**config.mk**
```make
export PLATFORM = sky130hd
export DESIGN_NAME = t05_header_controller
export DESIGN_NICKNAME = d
export VERILOG_FILES = /design/src/rtl/t05_pkg.sv /design/src/rtl/t05_byte_fifo.sv /design/src/rtl/t05_header_controller.sv
export SDC_FILE = /design/constraint.sdc
export NUM_CORES = 1
export LEC_CHECK = 0
export CAP_MARGIN = 20
export CELL_PAD_IN_SITES_DETAIL_PLACEMENT = 1
export CELL_PAD_IN_SITES_GLOBAL_PLACEMENT = 1
export CORE_ASPECT_RATIO = 0.7
export CORE_MARGIN = 10
export CORE_UTILIZATION = 40
export DETAILED_ROUTE_END_ITERATION = 16
export DONT_BUFFER_PORTS = 1
export PLACE_DENSITY = 0.64
export SETUP_SLACK_MARGIN = 0.1
export SLEW_MARGIN = 20
export SYNTH_ARGS = -nofsm -noshare
export SYNTH_HDL_FRONTEND = slang
export SYNTH_HIERARCHICAL = 1
export SYNTH_SLANG_ARGS = --single-unit
```
**constraint.sdc**
```tcl
create_clock -name clk -period 9.17 [get_ports clk]
set_input_delay 1.834 -clock clk [delete_from_list [all_inputs] [get_ports clk]]
set_output_delay 1.834 -clock clk [all_outputs]
set_load 0.03 [all_outputs]
```
**src/rtl/t05_pkg.sv**
```systemverilog
// Shared types and constants for the team 05 Huffman header path.
package t05_pkg;

  typedef enum logic [2:0] {
    ST_IDLE,
    ST_FIRE,
    ST_WAIT,
    ST_FLUSH,
    ST_DRAIN
  } hdr_ctrl_state_t;

  localparam int HDR_CHAR_BITS  = 9;
  localparam int HDR_MAX_ZEROES = 2;
  localparam int HDR_MAX_BITS   = HDR_CHAR_BITS + HDR_MAX_ZEROES;

  // Moves the low 'fill' bits of a partial byte to the top and zero-fills below.
  function automatic logic [7:0] left_align(input logic [7:0] partial, input logic [2:0] fill);
    return partial << (4'd8 - {1'b0, fill});
  endfunction

endpackage

```
**src/rtl/t05_byte_fifo.sv**
```systemverilog
// Small byte FIFO with free-entry count; a pop in the same cycle makes room for a push.
module t05_byte_fifo #(
  parameter int DEPTH = 4
) (
  input  logic                       clk,
  input  logic                       nrst,
  input  logic                       push,
  input  logic [7:0]                 din,
  input  logic                       pop,
  output logic [7:0]                 dout,
  output logic                       full,
  output logic                       empty,
  output logic [$clog2(DEPTH):0]     free
);

  localparam int AW = $clog2(DEPTH);
  localparam logic [AW:0] DEPTH_V = (AW + 1)'(DEPTH);

  logic [7:0]    mem [DEPTH];
  logic [AW-1:0] wr_ptr;
  logic [AW-1:0] rd_ptr;
  logic [AW:0]   count;
  logic          do_push;
  logic          do_pop;

  assign do_pop  = pop & ~empty;
  assign do_push = push & (~full | do_pop);

  assign empty = (count == '0);
  assign full  = (count == DEPTH_V);
  assign free  = DEPTH_V - count;
  assign dout  = mem[rd_ptr];

  always_ff @(posedge clk or negedge nrst) begin
    if (!nrst) begin
      for (int i = 0; i < DEPTH; i++) mem[i] <= '0;
      wr_ptr <= '0;
      rd_ptr <= '0;
      count  <= '0;
    end else begin
      if (do_push) begin
        mem[wr_ptr] <= din;
        wr_ptr      <= wr_ptr + 1'b1;
      end
      if (do_pop) rd_ptr <= rd_ptr + 1'b1;
      unique case ({do_push, do_pop})
        2'b10:   count <= count + 1'b1;
        2'b01:   count <= count - 1'b1;
        default: count <= count;
      endcase
    end
  end

endmodule

```
**src/rtl/t05_header_controller.sv**
```systemverilog
// Sequences leaf events into header synthesis, packs the returned bit stream
// MSB-first into bytes and reports the header length once the tree is done.
module t05_header_controller #(
  parameter int FIFO_DEPTH = 4,
  parameter int BIT_CNT_W  = 16
) (
  input  logic                 clk,
  input  logic                 nrst,
  input  logic                 node_valid,
  output logic                 node_ready,
  input  logic [7:0]           node_char,
  input  logic [8:0]           node_least1,
  input  logic [8:0]           node_least2,
  input  logic                 node_last,
  output logic [7:0]           hs_char_index,
  output logic                 hs_char_found,
  output logic [8:0]           hs_least1,
  output logic [8:0]           hs_least2,
  input  logic                 hs_enable,
  input  logic                 hs_bit1,
  input  logic                 hs_write_finish,
  output logic                 byte_valid,
  output logic [7:0]           byte_data,
  input  logic                 byte_ready,
  output logic [BIT_CNT_W-1:0] header_bits,
  output logic                 done
);

  import t05_pkg::*;

  localparam int FREE_W   = $clog2(FIFO_DEPTH) + 1;
  // Bytes one worst-case header can complete; admitting a leaf needs this much room.
  localparam int MIN_FREE = (HDR_MAX_BITS + 7) / 8;

  hdr_ctrl_state_t   state;
  logic              last_q;
  logic              new_tree;
  logic              en_d;
  logic [7:0]        pack_sh;
  logic [2:0]        fill;
  logic              capture;
  logic              byte_done;
  logic              flush_push;
  logic              fifo_push;
  logic [7:0]        fifo_din;
  logic              fifo_full;
  logic              fifo_empty;
  logic [FREE_W-1:0] fifo_free;

  assign node_ready = (state == ST_IDLE) && (fifo_free >= FREE_W'(MIN_FREE));
  assign capture    = en_d & ~hs_write_finish & ((state == ST_WAIT) | (state == ST_FLUSH));
  assign byte_done  = capture & (fill == 3'd7);
  assign flush_push = (state == ST_FLUSH) & ~capture & (fill != 3'd0) & ~fifo_full;
  assign fifo_push  = byte_done | flush_push;
  assign fifo_din   = byte_done ? {pack_sh[6:0], hs_bit1} : left_align(pack_sh, fill);
  assign byte_valid = ~fifo_empty;

  t05_byte_fifo #(
    .DEPTH(FIFO_DEPTH)
  ) u_fifo (
    .clk  (clk),
    .nrst (nrst),
    .push (fifo_push),
    .din  (fifo_din),
    .pop  (byte_ready),
    .dout (byte_data),
    .full (fifo_full),
    .empty(fifo_empty),
    .free (fifo_free)
  );

  always_ff @(posedge clk or negedge nrst) begin
    if (!nrst) begin
      state         <= ST_IDLE;
      last_q        <= 1'b0;
      new_tree      <= 1'b1;
      en_d          <= 1'b0;
      pack_sh       <= '0;
      fill          <= '0;
      hs_char_index <= '0;
      hs_char_found <= 1'b0;
      hs_least1     <= '0;
      hs_least2     <= '0;
      header_bits   <= '0;
      done          <= 1'b0;
    end else begin
      en_d          <= hs_enable;
      hs_char_found <= 1'b0;
      done          <= 1'b0;

      // The fill count wraps to zero on the 8th bit, which is when byte_done pushes.
      if (capture) begin
        pack_sh <= {pack_sh[6:0], hs_bit1};
        fill    <= fill + 1'b1;
        if (header_bits != '1) header_bits <= header_bits + 1'b1;
      end else if (flush_push) begin
        fill <= '0;
      end

      case (state)
        ST_IDLE: begin
          if (node_valid && node_ready) begin
            hs_char_index <= node_char;
            hs_least1     <= node_least1;
            hs_least2     <= node_least2;
            last_q        <= node_last;
            hs_char_found <= 1'b1;
            state         <= ST_FIRE;
            if (new_tree) begin
              header_bits <= '0;
              new_tree    <= 1'b0;
            end
          end
        end
        ST_FIRE: state <= ST_WAIT;
        ST_WAIT: begin
          if (hs_write_finish) state <= last_q ? ST_FLUSH : ST_IDLE;
        end
        ST_FLUSH: begin
          if (!capture && (fill == 3'd0 || !fifo_full)) state <= ST_DRAIN;
        end
        ST_DRAIN: begin
          if (fifo_empty) begin
            done     <= 1'b1;
            new_tree <= 1'b1;
            state    <= ST_IDLE;
          end
        end
        default: state <= ST_IDLE;
      endcase
    end
  end

endmodule

```
==> results of run 1 <==
==> state kept, by name, indices dropped and copies added, names as in the netlist <==
signal,cells
pack_sh,8
u_fifo/wr_ptr,2
u_fifo/rd_ptr,2
new_tree,1
en_d,1
done,1
last_q,1
hs_least1,9
state,3
fill,3
u_fifo/mem,32
u_fifo/count,3
hs_least2,9
header_bits,16
hs_char_index,8
hs_char_found,1
==> cell usage in the layout, fill, tap and decap left out, types with 3 or more instances in the layout <==
cell	n
a21oi_1	10
a21oi_4	4
a22o_1	5
a31oi_1	3
and3_1	3
clkbuf_16	9
dfrtp_1	99
ha_1	13
inv_1	20
mux2_2	59
mux2i_1	14
mux4_2	11
nand2_1	52
nand2b_1	4
nand3_1	7
nand3b_1	3
nand4_1	4
nor2_1	9
nor3_1	10
nor3b_1	3
o21ai_0	9
o31ai_1	3
or4_1	3
xnor2_1	5
==> routing by layer <==
metal | part of all wire, % | wire [µm] | global-route usage, % | vias up
met3 | 8.9 | 1010 | 6.32 | 12
met2 | 44 | 5040 | 19.5 | 75
met1 | 45 | 5160 | 16.8 | 1572
li1 | - | - | - | 1441
met5 | 0 | 0 | 0 | -
met4 | 1.2 | 132 | 3.74 | 0
==> through the flow <==
| stage | total power, mW | setup WS, ps | instances | hold WS [ps] |
|---|---|---|---|---|
| after global routing | 1.95 | 5400 | 561 | 494 |
| after CTS | 1.85 | 5490 | 561 | 480 |
| final | 1.82 | 5540 | 561 | 474 |
| after detailed placement | 1.42 | 5530 | 545 | 467 |
| after global placement | 1.40 | 5560 | 545 | 466 |
| after floorplan | 1.28 | 5740 | 400 | 445 |
==> area by class of cell <==
cell class	instances	area (µm²)
Clock buffer	11	243
Fill cell	1249	6480
Inverter	20	75.1
Sequential cell	100	2500
Tap cell	157	196
Clock inverter	5	85.1
Multi-Input combinational cell	267	2300
Timing Repair Buffer	1	7.51
==> final timing paths <==
| kind | start | to | slack [ps] | depth (start not counted) |
|---|---|---|---|---|
| max in group asynchronous | nrst | new_tree | 7800 | 0 |
| min in group asynchronous | nrst | hs_least2[8] | 1180 | 0 |
| max reg2reg | fill[0] | u_fifo/count[2] | 5830 | 14 |
| min | u_fifo/count[0] | u_fifo/count[0] | 470 | 1 |
| min reg2reg | u_fifo/count[0] | u_fifo/count[0] | 470 | 1 |
| max | u_fifo/count[0] | node_ready | 5540 | 6 |
==> power by group <==
part,leakage (nW),total [mW],switching (mW),internal (mW)
clock network,0.156,0.420,0.171,0.248
logic,0.952,0.544,0.277,0.268
registers,1.30,0.859,0.286,0.573
==> flow_summary.json, run 1 <==
{
  "fin_tns_setup_ps": 0,
  "critical_path_class": "flip-flop to primary output",
  "drive_gt1_share_pct": 25.2,
  "syn_nets": 448,
  "required_ps": 7340,
  "status": "finished clean",
  "postRouteAntennaNets": 0,
  "grt_pass1_vias": 3340,
  "cts_setup_buffers": 0,
  "die_y_um": 113,
  "clock_path_buffers": 2,
  "place_congestion": 0.782,
  "clk_latency_ps": 350,
  "path_buf_inv": 2,
  "slew_violations": 0,
  "p_leak_nw": 2.41,
  "worstMarginPinSlew_ps": 850,
  "post_cts_resized": 0,
  "io_buffers": 0,
  "cp_cell_sequence": "inv_1, ha_1, ha_1, inv_1, o21ba_2, and2_1",
  "path_max_fanout": 3,
  "core_mm2": 0.0119,
  "rows": 33,
  "ctsHoldBuffers": 0,
  "fin_skew_ps": 6.11,
  "drv_cap": 0,
  "final_area_mm2": 0.00541,
  "critPathMaxStageDelay_ps": 360,
  "critical_path_arrival_ps": 1800,
  "cts_tree": "built",
  "die_x_um": 153,
  "cts-root-buf": "clkbuf_16",
  "syn_area_per_cell_um2": 12.4,
  "rsz0062_at_grt": "false",
  "path_clk_slew_ps": 60,
  "synth_cells": 400,
  "drcViolationCount": 0,
  "utilization_pct": 45.5,
  "antenna-diode-count": 0,
  "first_iter_violations": 195,
  "die_area_mm2": 0.0173,
  "boundaryPins": 88,
  "wl_per_cell_um": 20.2,
  "yosys_warnings": 6,
  "start_kind": "flip-flop",
  "wirelength_um": 11300,
  "first_pass_iters": 4,
  "hold_viol": 0,
  "syn2layout_area_growth_pct": 9.23,
  "end_kind": "primary output",
  "cts.htree.levels": 3,
  "gr-total-overflow": 0,
  "grt_pass1_wl_um": 18700,
  "mappedNetlistArea_mm2": 0.00495,
  "fin_crit_sh_pct": 39.6,
  "placed_area_mm2": 0.00508,
  "setup_viol": 0,
  "nNetsFinal": 447,
  "cpMaxStageDelayCell": "dfrtp_1",
  "slew_headroom_pct": 43.0,
  "detail_route.vias_per_cell": 5.53,
  "antenna_found_initial": 0,
  "track_usage_pct": 13.2,
  "min_period_ps": 3630,
  "cts-buffers-inserted": 9,
  "grt_max_degree": 101,
  "hpwl_um": 8090,
  "initial_core_util_pct": 41.6,
  "cts.sinks": 100,
  "peakVddDrop_v": 0.000191,
  "max_freq_ghz": 0.275,
  "cpLargestDelayFamily": "adder cells",
  "hold_path.class": "flip-flop to flip-flop",
  "powerDensity_mw_per_mm2": 337,
  "vias": 3100
}
(Power assumes the default switching activity.)
==> run 2, diff against run 1 <==
Clock period 9.17 ns to 3.8 ns, I/O delays scaled along.
==> run 2 against run 1 <==
Clock power grew 130%. Register-to-register slack lost 5200 ps. Global-route usage grew 0.12 points. First-iteration DRC count shrank 37%. Largest power group unchanged.
==> flow_summary.json, run 2 (same netlist as run 1, synthesis figures left out) <==
{
  "p_leak_nw": 2.41,
  "fin_tns_setup_ps": 0,
  "grt_pass1_vias": 3376,
  "dr_wl_met2_um": 5170,
  "postRouteAntennaNets": 0,
  "m1WireLength_um": 5240,
  "fin_skew_ps": 9.75,
  "top_regs": "u_fifo/mem (32), header_bits (16)",
  "die_y_um": 113,
  "first_pass_iters": 4,
  "clk_latency_ps": 350,
  "wl_per_cell_um": 20.4,
  "track_usage_pct": 13.3,
  "hpwl_um": 8220,
  "crit-reg2reg-launch": "fill[0]",
  "antenna_found_initial": 0,
  "max_freq_ghz": 0.314,
  "vias": 3109,
  "drv_cap": 0,
  "cts.htree.levels": 3,
  "syn2layout_area_growth_pct": 9.13,
  "dr.max_layer_used": "met4",
  "ctsHoldBuffers": 0,
  "detail_route.vias_per_cell": 5.53,
  "slew_violations": 0,
  "cts.sinks": 100,
  "wirelength_um": 11500,
  "final_common_cell": "dfrtp_1",
  "crit_path_start": "fill[0]",
  "end_kind": "flip-flop",
  "r2r-end": "u_fifo/count[2]",
  "critical_path_arrival_ps": 3420,
  "cts-buffers-inserted": 9,
  "die_x_um": 153,
  "grt_max_degree": 101,
  "initial_core_util_pct": 41.6,
  "path_max_fanout": 13,
  "io_buffers": 0,
  "die_area_mm2": 0.0173,
  "cts_tree": "built",
  "core_mm2": 0.0119,
  "powerDensity_mw_per_mm2": 810,
  "boundaryPins": 88,
  "clock_path_buffers": 2,
  "min_period_ps": 3190,
  "required_ps": 4030,
  "critical_path_class": "flip-flop to flip-flop",
  "final_area_mm2": 0.00540,
  "drcViolationCount": 0,
  "dr_wl_met3_um": 951,
  "cts-root-buf": "clkbuf_16",
  "r2r_cells": 14,
  "antenna-diode-count": 0,
  "cts_setup_buffers": 0,
  "place_congestion": 0.795,
  "rsz0062_at_grt": "false",
  "nNetsFinal": 448,
  "grt_pass1_wl_um": 19000,
  "peakVddDrop_v": 0.000444,
  "largest-register": "u_fifo/mem",
  "setup_viol": 0,
  "path_clk_slew_ps": 70,
  "post_cts_resized": 0,
  "first_iter_violations": 122,
  "start_kind": "flip-flop",
  "rows": 33,
  "mostFrequentLayoutCells": "dfrtp_1 (99), mux2_2 (59), nand2_1 (52)",
  "status": "finished clean",
  "hold_path.class": "input pin to async pin",
  "slew_headroom_pct": 52.1,
  "largest_reg_flops": 32,
  "worstMarginPinSlew_ps": 716,
  "fin_crit_sh_pct": 83.8,
  "placed_area_mm2": 0.00509,
  "hold_viol": 0,
  "gr-total-overflow": 0,
  "ff2ff_setup_slack_ps": 610,
  "drive_gt1_share_pct": 25.7
}
## run 2: changes by cell type in the layout (fill, tap and decap cells not counted)
| cell | previous run | this run |
|---|---|---|
| buf_4 | 1 | 2 |
| bufinv_16 | 2 | 1 |
| clkbuf_1 | 1 | 0 |
| clkinvlp_4 | 1 | 0 |
| inv_6 | 1 | 3 |
| inv_8 | 0 | 1 |
## run 2: worst max-delay path by stage
stage | to | slack, ps | cells after the start
finish | u_fifo/count[2] | 610 | 14
global route | u_fifo/count[2] | 340 | 14
CTS | u_fifo/count[2] | 580 | 14
detailed placement | u_fifo/count[2] | 610 | 14
global placement | u_fifo/count[2] | 750 | 14
floorplan | u_fifo/count[2] | 840 | 15
## run 2: final cells by class
cell class | count | area, µm²
Fill cell | 1268 | 6490
Sequential cell | 100 | 2500
Multi-Input combinational cell | 267 | 2300
Clock buffer | 10 | 239
Tap cell | 157 | 196
Clock inverter | 6 | 76.3
Inverter | 20 | 75.1
Timing Repair Buffer | 2 | 15.0
## run 2: layer usage
layer,global-route usage (%),vias up
li1,-,1437
met2,20.5,76
met3,6.17,10
met4,3.23,0
met5,0,-
met1,16.6,1586
## run 2: power by group
group	switching [mW]	internal [mW]	leakage [nW]
combinational	0.678	0.650	0.957
sequential	0.696	1.38	1.30
clock	0.425	0.542	0.156
total	1.80	2.58	2.41
## run 2: metrics by stage
step                hold slack [ps]  setup WS [ps]  std cells  utilization (%)  power (mW)
CTS                            87.6            583        562             45.4        4.44
detailed placement              465            607        546             42.8        3.45
global placement                463            746        546             42.8        3.39
global route                   77.1            341        562             45.4        4.68
finish                          104            614        562             45.4        4.37
floorplan                       445            844        400                -        3.10
## run 2: critical path, cell delays in order (launching register included)
cell and delay [ps]:
dfrtp_1 610, inv_1 180, ha_1 240, ha_1 200, nor3b_1 270, nand2_1 80, a21oi_1 310, a21boi_2 300
inv_1 70, ha_1 220, inv_1 70, fa_1 180, xor2_1 150, nor2_1 70, xnor2_1 120
